**config.mk**
```make
export PLATFORM = sky130hd
export DESIGN_NAME = alu_cmd_sequencer_flat
export DESIGN_NICKNAME = d
export VERILOG_FILES = /design/src/rtl/alu_cmd_sequencer_if.sv /design/src/rtl/alu_cmd_sequencer.sv /design/src/flat_wrapper.sv
export SDC_FILE = /design/constraint.sdc
export NUM_CORES = 1
export LEC_CHECK = 0
export ABC_AREA = 1
export ABC_CLOCK_PERIOD_IN_PS = 2400
export CORE_MARGIN = 4
export CORE_UTILIZATION = 54
export DETAILED_ROUTE_END_ITERATION = 6
export DONT_BUFFER_PORTS = 1
export PLACE_DENSITY_LB_ADDON = 0.12
export SYNTH_ARGS = -nofsm -noshare
export SYNTH_HDL_FRONTEND = slang
export SYNTH_SLANG_ARGS = --single-unit
export TNS_END_PERCENT = 10
```
**constraint.sdc**
```tcl
create_clock -name clk -period 2.4 [get_ports clk]
set_input_delay 0.48 -clock clk [delete_from_list [all_inputs] [get_ports clk]]
set_output_delay 0.48 -clock clk [all_outputs]
set_load 0.01 [all_outputs]
```
**src/rtl/alu_cmd_sequencer_if.sv**
```systemverilog
// Command and result handshake bundle between the command source/result consumer
// (master) and the ALU command sequencer (slave).
interface alu_cmd_sequencer_if;
  logic       cmd_valid;
  logic       cmd_ready;
  logic [3:0] cmd_in1;
  logic [3:0] cmd_in2;
  logic [1:0] cmd_opcode;
  logic       res_valid;
  logic       res_ready;
  logic [7:0] res_data;
  logic [1:0] res_opcode;
  logic       res_err;

  modport master (
    output cmd_valid, cmd_in1, cmd_in2, cmd_opcode, res_ready,
    input  cmd_ready, res_valid, res_data, res_opcode, res_err
  );

  modport slave (
    input  cmd_valid, cmd_in1, cmd_in2, cmd_opcode, res_ready,
    output cmd_ready, res_valid, res_data, res_opcode, res_err
  );
endinterface

```
**src/rtl/alu_cmd_sequencer.sv**
```systemverilog
// Command FIFO in front of a combinational 4-bit ALU, with a registered result
// stage that flags divide-by-zero and keeps a saturating error count.
module alu_cmd_sequencer #(
  parameter int DEPTH = 4
) (
  input  logic                     clk,
  input  logic                     rst_n,
  alu_cmd_sequencer_if.slave       bus,
  output logic [3:0]               dev_in1,
  output logic [3:0]               dev_in2,
  output logic [1:0]               dev_opcode,
  input  logic [7:0]               dev_out,
  output logic [$clog2(DEPTH):0]   count,
  output logic [7:0]               err_count
);

  localparam int AW = $clog2(DEPTH);
  localparam int CW = AW + 1;
  localparam logic [CW-1:0] DEPTH_C = CW'(DEPTH);

  typedef enum logic {ST_EMPTY = 1'b0, ST_FULL = 1'b1} state_t;

  logic [9:0]    mem_r [DEPTH];
  logic [AW-1:0] wr_ptr_r;
  logic [AW-1:0] rd_ptr_r;
  logic [CW-1:0] count_r;
  logic [CW-1:0] count_next_s;
  logic          cmd_ready_r;
  state_t        state_r;
  state_t        state_next_s;
  logic          push_s;
  logic          pop_s;
  logic          not_empty_s;
  logic [9:0]    head_s;
  logic          div_zero_s;
  logic [7:0]    res_data_r;
  logic [1:0]    res_opcode_r;
  logic          res_err_r;
  logic [7:0]    err_count_r;

  assign not_empty_s = (count_r != {CW{1'b0}});
  assign push_s      = bus.cmd_valid && cmd_ready_r;
  assign head_s      = mem_r[rd_ptr_r];
  assign div_zero_s  = (head_s[1:0] == 2'b11) && (head_s[5:2] == 4'b0000);

  // Occupancy after this edge's push/pop
  always_comb begin
    count_next_s = count_r;
    case ({push_s, pop_s})
      2'b10:   count_next_s = count_r + CW'(1);
      2'b01:   count_next_s = count_r - CW'(1);
      default: count_next_s = count_r;
    endcase
  end

  // Command storage; contents need no reset since count gates every read
  always_ff @(posedge clk) begin
    if (push_s) begin
      mem_r[wr_ptr_r] <= {bus.cmd_in1, bus.cmd_in2, bus.cmd_opcode};
    end
  end

  // Pointers, occupancy and ready; ready mirrors registered occupancy only
  always_ff @(posedge clk or negedge rst_n) begin
    if (!rst_n) begin
      wr_ptr_r    <= {AW{1'b0}};
      rd_ptr_r    <= {AW{1'b0}};
      count_r     <= {CW{1'b0}};
      cmd_ready_r <= 1'b1;
    end else begin
      if (push_s) wr_ptr_r <= wr_ptr_r + AW'(1);
      if (pop_s)  rd_ptr_r <= rd_ptr_r + AW'(1);
      count_r     <= count_next_s;
      cmd_ready_r <= (count_next_s < DEPTH_C);
    end
  end

  // Result stage state register
  always_ff @(posedge clk or negedge rst_n) begin
    if (!rst_n) begin
      state_r <= ST_EMPTY;
    end else begin
      state_r <= state_next_s;
    end
  end

  // Result stage next-state logic
  always_comb begin
    state_next_s = state_r;
    case (state_r)
      ST_EMPTY: begin
        if (not_empty_s) state_next_s = ST_FULL;
        else             state_next_s = ST_EMPTY;
      end
      ST_FULL: begin
        if (bus.res_ready && !not_empty_s) state_next_s = ST_EMPTY;
        else                               state_next_s = ST_FULL;
      end
      default: state_next_s = ST_EMPTY;
    endcase
  end

  // Result stage outputs: pop whenever the holding register is free or being drained
  always_comb begin
    pop_s = 1'b0;
    case (state_r)
      ST_EMPTY: pop_s = not_empty_s;
      ST_FULL:  pop_s = not_empty_s && bus.res_ready;
      default:  pop_s = 1'b0;
    endcase
  end

  // Device drive: FIFO head while occupied, zero otherwise
  always_comb begin
    if (not_empty_s) begin
      dev_in1    = head_s[9:6];
      dev_in2    = head_s[5:2];
      dev_opcode = head_s[1:0];
    end else begin
      dev_in1    = 4'b0000;
      dev_in2    = 4'b0000;
      dev_opcode = 2'b00;
    end
  end

  // Result capture with divide-by-zero override and saturating error count
  always_ff @(posedge clk or negedge rst_n) begin
    if (!rst_n) begin
      res_data_r   <= 8'h00;
      res_opcode_r <= 2'b00;
      res_err_r    <= 1'b0;
      err_count_r  <= 8'h00;
    end else if (pop_s) begin
      res_opcode_r <= head_s[1:0];
      if (div_zero_s) begin
        res_data_r <= 8'hFF;
        res_err_r  <= 1'b1;
        if (err_count_r != 8'hFF) err_count_r <= err_count_r + 8'd1;
      end else begin
        res_data_r <= dev_out;
        res_err_r  <= 1'b0;
      end
    end
  end

  assign bus.cmd_ready  = cmd_ready_r;
  assign bus.res_valid  = (state_r == ST_FULL);
  assign bus.res_data   = res_data_r;
  assign bus.res_opcode = res_opcode_r;
  assign bus.res_err    = res_err_r;
  assign count          = count_r;
  assign err_count      = err_count_r;

endmodule

```
**src/flat_wrapper.sv**
```systemverilog
// flat-port wrapper written by rule: the top's interface ports become plain ports
module alu_cmd_sequencer_flat 
#(
  parameter int DEPTH = 4
)
  (clk, rst_n, dev_in1, dev_in2, dev_opcode, dev_out, count, err_count, bus_cmd_valid, bus_cmd_in1, bus_cmd_in2, bus_cmd_opcode, bus_res_ready, bus_cmd_ready, bus_res_valid, bus_res_data, bus_res_opcode, bus_res_err);
  alu_cmd_sequencer_if bus_i ();
  input  logic clk;
  input  logic rst_n;
  output logic [3:0] dev_in1;
  output logic [3:0] dev_in2;
  output logic [1:0] dev_opcode;
  input  logic [7:0] dev_out;
  output logic [$clog2(DEPTH):0] count;
  output logic [7:0] err_count;
  input wire logic [$bits(bus_i.cmd_valid)-1:0] bus_cmd_valid;
  input wire logic [$bits(bus_i.cmd_in1)-1:0] bus_cmd_in1;
  input wire logic [$bits(bus_i.cmd_in2)-1:0] bus_cmd_in2;
  input wire logic [$bits(bus_i.cmd_opcode)-1:0] bus_cmd_opcode;
  input wire logic [$bits(bus_i.res_ready)-1:0] bus_res_ready;
  output wire logic [$bits(bus_i.cmd_ready)-1:0] bus_cmd_ready;
  output wire logic [$bits(bus_i.res_valid)-1:0] bus_res_valid;
  output wire logic [$bits(bus_i.res_data)-1:0] bus_res_data;
  output wire logic [$bits(bus_i.res_opcode)-1:0] bus_res_opcode;
  output wire logic [$bits(bus_i.res_err)-1:0] bus_res_err;
  assign bus_i.cmd_valid = bus_cmd_valid;
  assign bus_i.cmd_in1 = bus_cmd_in1;
  assign bus_i.cmd_in2 = bus_cmd_in2;
  assign bus_i.cmd_opcode = bus_cmd_opcode;
  assign bus_i.res_ready = bus_res_ready;
  assign bus_cmd_ready = bus_i.cmd_ready;
  assign bus_res_valid = bus_i.res_valid;
  assign bus_res_data = bus_i.res_data;
  assign bus_res_opcode = bus_i.res_opcode;
  assign bus_res_err = bus_i.res_err;
  alu_cmd_sequencer #(.DEPTH(DEPTH)) u_core (.clk(clk), .rst_n(rst_n), .bus(bus_i), .dev_in1(dev_in1), .dev_in2(dev_in2), .dev_opcode(dev_opcode), .dev_out(dev_out), .count(count), .err_count(err_count));
endmodule
```
### After elaboration in Yosys (flattened, before gate mapping)

Memories as Yosys holds them, arrays and structs flattened.
Cells that the tools add are included.

| storage, ports and cells | value |
|---|---|
| register bits after elaboration | 28 |
| memory bits (writable) | 40 |
| input port bits | 22 |
| output and inout bits | 34 |
| logic and storage cells | 41 |
| memories | 1 |

Memories:

| name | depth | bits a word | rd ports | clocked after memory_dff | write ports | RTL line | source |
|---|---|---|---|---|---|---|---|
| u_core.mem_r | 4 | 10 | 1 | 0 | 1 | alu_cmd_sequencer.sv:23 | `logic [9:0] mem_r [DEPTH];` |

| cells by class | value |
|---|---|
| add/subtract/negate cells | 5 |
| $lt $le $gt $ge | 1 |
| eq/ne operators | 4 |
| multiplexer cells | 12 |
| bitwise operators | 1 |
| reductions and logical operators | 8 |

Operators with widths:

| cell | number |
|---|---|
| 8-bit by 1-bit adder with 8-bit output (second input constant) | 1 |
| 4-bit two-way mux | 2 |
| 8-bit two-way mux | 1 |
| 8-bit != test (second input constant) | 1 |
| 3-bit one-hot mux with 2 select lines | 1 |
| 1-bit two-way mux | 5 |
| 2-bit by 1-bit adder with 2-bit output (second input constant) | 2 |
| 2-bit equality test (second input constant) | 2 |
| 1-bit logical AND | 4 |
| 4-bit zero test | 1 |
| 1-bit one-hot mux with 2 select lines | 2 |
| 3-bit by 1-bit adder with 3-bit output (second input constant) | 1 |
| 3-bit < comparator (second input constant) | 1 |
| 3-bit AND reduction | 1 |
| 3-bit nonzero test | 1 |
| 3-bit by 1-bit subtractor with 3-bit output (second input constant) | 1 |
| 2-bit by 1-bit equality test with 1-bit output (second input constant) | 1 |
| 2-bit two-way mux | 1 |
| 1-bit zero test | 1 |
| 1-bit inverter | 1 |

### Longest topological paths before layout

| logic depth | value |
|---|---|
| word-level depth | 6 |
| gate-level depth with buffers | 11 |
| mapped depth without buffers | 9 |

### Least setup slack after synthesis

No wires, ideal clock.

| timing path | value |
|---|---|
| path type | reg-to-reg |
| start | reg u_core.count_r[0] (netlist: u_core.count[0]) |
| end | reg u_core.count_r[1] (netlist: u_core.count[1]) |
| setup time | 0.125 ns |
| arrival time | 1.896 ns |
| data required time | 2.275 ns |
| setup slack | 0.379 ns |
| cell stages (with the launch flop) | 7 |
| path buffers | 1 |
| period minus slack after synthesis | 2.021 ns |
| cells stage by stage | dfrtp_1 inv_2 a21oi_2 clkbuf_1 ha_1 fa_1 mux2_2 |

| between the ends | value |
|---|---|
| longest elaborated chain between the ends | 5 |
| elaborated cells on any way between the ends | 8 |
| classes of those cells | add/sub (2); eq/ne (2); mux (2); reduce/logical (2) |

RTL lines:

| item | RTL line | source |
|---|---|---|
| start: declaration | alu_cmd_sequencer.sv:26 | `logic [CW-1:0] count_r;` |
| start signal: assignment | alu_cmd_sequencer.sv:68 | `count_r <= {CW{1'b0}};` |
| start signal: assignment | alu_cmd_sequencer.sv:73 | `count_r <= count_next_s;` |
| 3-bit nonzero test (*) | alu_cmd_sequencer.sv:41 | `assign not_empty_s = (count_r != {CW{1'b0}});` |
| 1-bit logical AND | alu_cmd_sequencer.sv:108 | `ST_FULL: pop_s = not_empty_s && bus.res_ready;` |
| 1-bit one-hot mux with 2 select lines (*) | alu_cmd_sequencer.sv:106 | `case (state_r)` |
| via u_core.pop_s | alu_cmd_sequencer.sv:32 | `logic pop_s;` |
| 2-bit by 1-bit equality test with 1-bit output / 2-bit equality test (equally long branches) | alu_cmd_sequencer.sv:49 | `case ({push_s, pop_s})` |
| 3-bit one-hot mux with 2 select lines (*) | alu_cmd_sequencer.sv:49 |  |

The timed path passes the listed nets; every way through them passes the cells marked *.
A chain may end at the register's enable or synchronous reset.

### Worst setup path in the final report

| timing path | value |
|---|---|
| start | reg u_core.count_r[1] (netlist: u_core.count[1]) |
| end | out dev_in1[1] |

| between the ends | value |
|---|---|
| longest elaborated chain between the ends | 2 |

RTL lines:

| item | RTL line | source |
|---|---|---|
| 3-bit nonzero test | alu_cmd_sequencer.sv:41 |  |
| 4-bit two-way mux | alu_cmd_sequencer.sv:115 | `if (not_empty_s) begin` |
| end: declaration | flat_wrapper.sv:10 | `output logic [3:0] dev_in1;` |

Every way passes these cells.

==> reports/qor.yml <==
grt_pass1_wl_microns: 10100
critPathKind: "reg2out"
cp_data_required_time_ns: 1.92
final_core_util: 0.616
power_density_nw_per_um2: 1240
reg2reg_depth: 7
cp-start-kind: "flip-flop"
worstReg2RegStart: "u_core.bus.cmd_ready"
async_flop_share: 0.412
hp-class: "in2reg"
ioPinCount: 56
drv_slew: 0
cts_tree: "built"
fin_crit_sh: 0.881
ys_warn_count: 0
grt_usage: 0.187
final_cell_mix: "nand2_1 (67), nor2_1 (52), edfxtp_1 (40), dfrtp_1 (27), inv_1 (19)"
insertion_delay_ns: 0.34
peakVddDrop_mv: 0.739
final_nets: 335
maxCapViolations: 0
ctsResizeCount: 0
drt_first_iter_violations: 105
ys_ff_latch: 68
synth-main-ff-cell: "edfxtp_1"
routed_wl_microns: 5920
die_x_microns: 83.2
first_pass_iters: 4
cp.depth: 4
die-area_sq_um: 6920
cts.htree.levels: 3
clock-sinks: 68
synthToLayoutAreaGrowth_pct: 11.1
cp_num_buf_inv: 1
setup-tns-final_ns: 0
cts_inserted_buffers: 9
synth_cells: 294
period_minus_slack_ns: 2.12
setup_viol: 0
crit_chain: "nor2_1 -> nand2_1 -> inv_1 -> a21oi_1"
drc_errors: 0
rsz0062_at_grt: "no"
place_hpwl_microns: 3780
antenna_cells: 0
clkTransAtPathRegs_ns: 0.08
syn_nets: 323
power_mw: 4.20
yosysUniqueCellTypes: 28
port_buffers: 0
start_util: 0.554
hold_viol: 0
grt_pass1_vias: 2036
cp_max_fo: 11
std_cell_rows: 27
p_leak_nw: 1.45
overflow: 0
run_status: "complete, no violations"
ant_nets: 0
drive_gt1_frac: 0.161
post_cts_buffers: 0
viasPerCell: 5.15
hold_ws_ns: 0.227
cp_top_family: "flip-flops"
crit_path_start: "u_core.count[1]"
synth-edff-count: 40
clk_path_buf_depth: 2
vias: 1972
gp_congestion: 0.746
r2r_slack_ns: 0.44
layout_commonest_cell: "nand2_1"
dpl_cell_area_sq_um: 3140
skew_ns: 0.00402
critPathMaxStageDelay_ns: 0.46
netlist_area_sq_um: 3050
synth.avg_cell_area_sq_um: 10.4
end_kind: "output pin"
yosysSeqAreaShare: 0.623
antenna_found_initial: 0
coreArea_sq_um: 5510
final_area_sq_um: 3390
maxSlewHeadroom: 0.709
crit_path_end: "dev_in1[1]"
cts-root-buf: "clkbuf_8"
wl_per_cell_microns: 15.5
tightest_slew_ns: 0.436
arrival_ns: 1.64
r2r_end: "u_core.bus.cmd_ready"
num-fill-cells: 459
max_freq_mhz: 473
grt_max_degree: 29
crit_slowest_cell: "dfrtp_1"
hold_buffers: 2
die-height_microns: 83.2
-- flip-flops by register name (all words and copies together) (netlist names), named ones only --
name,flops
u_core.bus.res_data,8
u_core.count,2
u_core.rd_ptr_r,2
u_core.err_count,8
u_core.mem_r,40
u_core.wr_ptr_r,2
u_core.bus.res_err,1
u_core.bus.res_valid,1
u_core.bus.res_opcode,2
u_core.bus.cmd_ready,1
-- final cells by class --
type	count	area, sq um	share of cell area
Sequential cell	68	1900	0.561
Multi-Input combinational cell	191	986	0.291
Clock buffer	9	124	0.0365
Clock inverter	7	98.8	0.0291
Timing Repair Buffer	11	97.6	0.0288
Inverter	25	93.8	0.0277
Tap cell	72	90.1	0.0265
-- through the flow --
stage / setup slack, ns / instances
3_5_place_dp: 0.463 / 365
3_3_place_gp: 0.490 / 365
5_1_grt: 0.172 / 383
4_1_cts: 0.226 / 383
6_report: 0.285 / 383
2_1_floorplan: 0.379 / 294
-- how the worst min path moves through the flow --
| stage | start | end | depth (start not counted) |
|---|---|---|---|
| global placement | rst_n | u_core.err_count[0] | 0 |
| floorplan | rst_n | async pin | 0 |
| finish | bus_cmd_in1[3] | u_core.mem_r[2][9] | 0 |
| CTS | bus_cmd_in2[0] | u_core.mem_r[0][2] | 0 |
| detailed placement | rst_n | u_core.err_count[0] | 0 |
| global route | bus_cmd_in1[2] | u_core.mem_r[3][8] | 0 |
-- synthesized netlist by cell type (3+ instances only) --
library cell	count	share of area
a21oi_1	6	0.0098
buf_6	3	0.011
clkbuf_1	3	0.0037
dfrtp_1	27	0.22
edfxtp_1	40	0.39
ha_1	6	0.025
inv_1	19	0.023
inv_2	6	0.0074
nand2_1	67	0.082
nand3_1	16	0.026
nand3_2	4	0.013
nand4_1	7	0.014
nor2_1	52	0.064
o21ai_0	11	0.018
o21ai_2	7	0.020
xor2_1	4	0.011
-- layer usage --
metal / GRT usage / vias up / wire (microns)
li1: - / 988 / -
met5: 0 / - / 0
met2: 0.301 / 38 / 2930
met1: 0.229 / 937 / 2520
met3: 0.0665 / 9 / 360
met4: 0.0802 / 0 / 108
-- logic make-up (layout without fill, tap and decap cells) --
family,count (synthesis),count (layout),share of synthesized area
AO/OA/AOI/OAI,26,26,0.0525
XOR/XNOR,6,6,0.0172
adder cells (fa/ha/maj),7,7,0.0311
buffers and inverters,35,52,0.0537
flip-flops,68,68,0.623
multiplexers,1,1,0.00369
AND/OR/NAND/NOR,151,151,0.218
-- power by group --
part | switching (mW) | total [mW] | internal (mW) | leakage [nW]
Combinational | 0.904 | 1.36 | 0.457 | 0.634
Sequential | 0.259 | 1.78 | 1.53 | 0.702
Clock | 0.459 | 1.05 | 0.592 | 0.110
No activity file was read; power rests on OpenSTA's default activity.
